--- src/rtl/demux_pkg.sv ---
// ============================================================================
// Module   : demux_pkg
// Brief    : Shared widths and lane type for the demux bank.
// Revision : 1.0
// ============================================================================
`default_nettype none

package demux_pkg;

    localparam int W124_DEF = 4;
    localparam int SEL181_W = 3;

    typedef logic [W124_DEF-1:0] lane124_t;

endpackage

`default_nettype wire

--- src/rtl/demux_core.sv ---
// ============================================================================
// Module   : demux_core
// Brief    : One registered 1-to-N demux of DW-bit lanes. With DEMUX_HOLD_EN
//            defined, unselected lanes keep their value instead of clearing.
// Revision : 1.0
// ============================================================================
`default_nettype none

module demux_core #(
    parameter int DW = 1,
    parameter int N  = 2,
    parameter int SW = (N > 1) ? $clog2(N) : 1
) (
    input  logic            clk,
    input  logic            rst_n,
    input  logic [DW-1:0]   in_data,
    input  logic [SW-1:0]   in_sel,
    output logic [N*DW-1:0] out_data
);

    logic [N*DW-1:0] r_lanes;
    logic [N*DW-1:0] w_next;

    always_comb begin
`ifdef DEMUX_HOLD_EN
        w_next = r_lanes;
`else
        w_next = '0;
`endif
        for (int k = 0; k < N; k++) begin
            if (in_sel == SW'(k)) begin
                w_next[k*DW +: DW] = in_data;
            end
        end
    end

    // Reset overrides data and select on the same edge.
    always_ff @(posedge clk) begin
        if (!rst_n) begin
            r_lanes <= '0;
        end else begin
            r_lanes <= w_next;
        end
    end

    assign out_data = r_lanes;

endmodule

`default_nettype wire

--- src/rtl/demux_bank.sv ---
// ============================================================================
// Module   : demux_bank
// Brief    : Three independent registered demuxes (1:2 bit, 1:2 nibble,
//            1:8 bit). Optional feature macro: DEMUX_HOLD_EN.
// Revision : 1.0
// ============================================================================
`default_nettype none

module demux_bank
    import demux_pkg::*;
#(
    parameter int W124 = W124_DEF,
    parameter int N181 = 8
) (
    input  logic                clk,
    input  logic                rst_n,
    input  logic                in_data_121,
    input  logic                in_sel_121,
    output logic [1:0]          out_data_121,
    input  logic [W124-1:0]     in_data_124,
    input  logic                in_sel_124,
    output logic [2*W124-1:0]   out_data_124,
    input  logic                in_data_181,
    input  logic [SEL181_W-1:0] in_sel_181,
    output logic [N181-1:0]     out_data_181
);

    demux_core #(.DW(1), .N(2), .SW(1)) u_demux_121 (
        .clk      (clk),
        .rst_n    (rst_n),
        .in_data  (in_data_121),
        .in_sel   (in_sel_121),
        .out_data (out_data_121)
    );

    demux_core #(.DW(W124), .N(2), .SW(1)) u_demux_124 (
        .clk      (clk),
        .rst_n    (rst_n),
        .in_data  (in_data_124),
        .in_sel   (in_sel_124),
        .out_data (out_data_124)
    );

    demux_core #(.DW(1), .N(N181), .SW(SEL181_W)) u_demux_181 (
        .clk      (clk),
        .rst_n    (rst_n),
        .in_data  (in_data_181),
        .in_sel   (in_sel_181),
        .out_data (out_data_181)
    );

endmodule

`default_nettype wire

--- config.mk ---
export PLATFORM = sky130hd
export DESIGN_NAME = demux_bank
export DESIGN_NICKNAME = d
export VERILOG_FILES = /design/src/rtl/demux_pkg.sv /design/src/rtl/demux_core.sv /design/src/rtl/demux_bank.sv
export SDC_FILE = /design/constraint.sdc
export NUM_CORES = 1
export LEC_CHECK = 0
export BUFFER_PORTS_ARGS = -buffer_cell sky130_fd_sc_hd__buf_2
export CAP_MARGIN = 20
export CORE_AREA = 2 2 39 41
export CTS_CLUSTER_DIAMETER = 30
export DETAILED_ROUTE_END_ITERATION = 8
export DIE_AREA = 0 0 41 43
export PLACE_DENSITY = 0.81
export SKIP_CTS_REPAIR_TIMING = 1
export SYNTH_ARGS = -nofsm -noshare
export SYNTH_HDL_FRONTEND = slang
export SYNTH_SLANG_ARGS = --single-unit
--- constraint.sdc ---
create_clock -name clk -period 1.2 [get_ports clk]
set_clock_uncertainty 0.15 [all_clocks]
set_input_delay 0.12 -clock clk [delete_from_list [all_inputs] [get_ports clk]]
set_output_delay 0.12 -clock clk [all_outputs]
set_load 0.005 [all_outputs]
==> impl_metrics.py <==
metrics = {
    "drt": {
        "totalWireLength_um": 1111,
        "wl_per_cell_um": 10.19,
        "drc": 0,
        "drt-initial-drc-count": 2,
        "drt_pass1_iterations": 4,
        "postRouteAntennaNets": 0,
        "via_count": 461,
        "routed_via_density": 4.229,
    },
    "worst_setup_path": {
        "crit_arrival_ns": 1.12,
        "worstPathCellList": "dlygate4sd3_1, buf_2, nand3b_1, nor2_1",
        "cp-start-kind": "input port",
        "worstSetupPathType": "in -> reg",
        "endpoint_kind": "register",
        "required_ns": 1.27,
        "worstPathMaxFanout": 4,
        "critPathSlowestCell": "dlygate4sd3_1",
        "critPathMaxStageDelay_ns": 0.53,
    },
    "floorplan": {
        "io_pins": 31,
        "core_mm2": 0.001384,
        "placementRows": 14,
        "die_w_um": 41,
        "start_util_pct": 36.71,
        "die_area_mm2": 0.001763,
        "die_h_um": 43,
    },
    "sta": {
        "setup_violations": 0,
        "finalCritPeriodShare_pct": 87.46,
        "setup_ws_ns": 0.1505,
        "fmax_mhz": 952.8,
        "fin_tns_setup_ns": 0,
        "rsz0062_at_grt": "false",
        "tightest_slew_ns": 0.1782,
        "slew_viol_final": 0,
        "hold_viol_final": 2,
        "slew_headroom_pct": 88.03,
        "period_minus_slack_ns": 1.050,
        "whs_ns": -0.01567,
    },
    "layout": {
        "postLayoutCoreUtil_pct": 60.49,
        "fin_nets": 107,
        "fillers": 123,
        "diodes": 0,
        "areaGrowthSynthToFinish_pct": 64.78,
        "drive_gt1_share_pct": 38.71,
    },
    "synth": {
        "synth_fp_nets": 60,
        "synth_top_area_cell": "dfxtp_1",
        "syn_inst": 47,
        "syn_area_um2": 508.0,
        "avgSynthCellArea_um2": 10.81,
        "yosysUniqueCellTypes": 10,
        "synth_top_area_share_pct": 70.94,
        "ys_ff_latch": 18,
        "synth_warnings": 0,
        "synth_area_leaders": "dfxtp_1, nor2_1, and3_1, nand2_1, nand2b_1",
        "seq_area_frac_synth_pct": 70.94,
    },
    "hold_path": {
        "hold_depth": 3,
        "hold_start": "rst_n",
        "hold_path_class": "in -> reg",
        "min_to": "u_demux_121.out_data[0]",
    },
    "clocking": {
        "h-tree-depth": 1,
        "clock_sinks": 18,
        "cts-root-buf": "clkbuf_4",
        "cts-buffers-inserted": 3,
        "cts_tree": "yes",
        "path_clk_slew_ns": 0.10,
        "clk_path_buf_depth": 2,
    },
    "place": {
        "hpwlAfterDp_um": 793.2,
        "gp_routability_congestion": 0.7265,
        "dpl_worst_slack_ns": 0.3571,
        "io_buffers": 30,
    },
    "power_and_ir_drop": {
        "vdd_drop_max_uv": 602.1,
        "leakage_nw": 0.4353,
        "p_per_area_mw_per_mm2": 1288,
    },
    "job": {
        "drv_cap": 0,
    },
    "global_route": {
        "grt_pass1_wl_um": 1504,
        "grt_use_total_pct": 12.82,
        "grt_overflow": 0,
        "antenna_found_initial": 0,
        "grt_pass1_vias": 370,
        "grt_max_degree": 13,
    },
    "outcome": {
        "status": "finished with violations",
        "violations": "hold timing",
    },
}
cells in the final DEF (no fill, tap or decap), drive strengths merged:
cell type / Yosys / routed
dlygate4sd3: 0 / 13
nand3b: 1 / 1
clkbuf: 0 / 4
buf: 1 / 30
nor2: 11 / 11
dfxtp: 18 / 18
nand3: 1 / 1
nand2b: 2 / 2
nor3: 2 / 2
and3: 5 / 5
nand2: 6 / 6
per-stage QoR:
stage | cells | power [mW] | area (um2)
finish | 109 | 1.078 | 837.1
global route | 109 | 1.141 | 837.1
CTS | 96 | 1.059 | 706.9
detailed placement | 92 | 0.7086 | 670.6
global placement | 92 | 0.7062 | 670.6
floorplan | 47 | 0.6605 | 508.0
final cells by class:
class	count	area, um2	area share, %
flip-flops and latches	18	360.3	43.05
multi-input cells	28	140.1	16.74
clock buffers	4	36.28	4.335
repair buffers	43	280.3	33.48
well taps	16	20.02	2.392
logic make-up (layout without fill, tap and decap cells):
logic type             after synthesis  in the layout  share of synthesized area (%)
AND/OR/NAND/NOR                     28             28                          27.59
flip-flops                          18             18                          70.94
buffers and inverters                1             47                          1.478
critical path: cells and delay by family:
kind / cells / cell delay [ns]
simple gates: 2 / 0.33
buf+inv: 2 / 0.66
registers in the layout, indices dropped and copies added, names as in the netlist:
| signal | cells |
|---|---|
| u_demux_121.out_data | 2 |
| u_demux_124.out_data | 8 |
| u_demux_181.out_data | 8 |
worst max-delay path by stage:
stage	startpoint	endpoint	slack (ns)
2_1_floorplan	rst_n	u_demux_121.out_data[1]	0.55
3_3_place_gp	rst_n	u_demux_181.out_data[5]	0.39
3_5_place_dp	rst_n	u_demux_181.out_data[5]	0.36
4_1_cts	u_demux_181.out_data[2]	out_data_181[2]	0.18
5_1_grt	in_sel_181[1]	u_demux_181.out_data[0]	0.08
6_report	in_sel_181[1]	u_demux_181.out_data[5]	0.15
cell usage after synthesis (all sizes together):
master and count:
nand3 1, nor3 2, buf 1, nand2b 2, and3 5, nand3b 1, nor2 11, nand2 6
dfxtp 18
per-layer routing:
layer / vias up / GRT usage (%) / share of wire (%)
met2: 24 / 20.63 / 52
met5: - / 0 / 0
met4: 0 / 6.000 / 0
met1: 197 / 13.73 / 40
li1: 240 / - / -
met3: 0 / 5.236 / 8.0
power breakdown:
part	switching [mW]	total (mW)	internal (mW)
clock	0.167	0.351	0.184
sequential	0.00340	0.618	0.615
combinational	0.0446	0.109	0.0640
(Power assumes the default switching activity.)
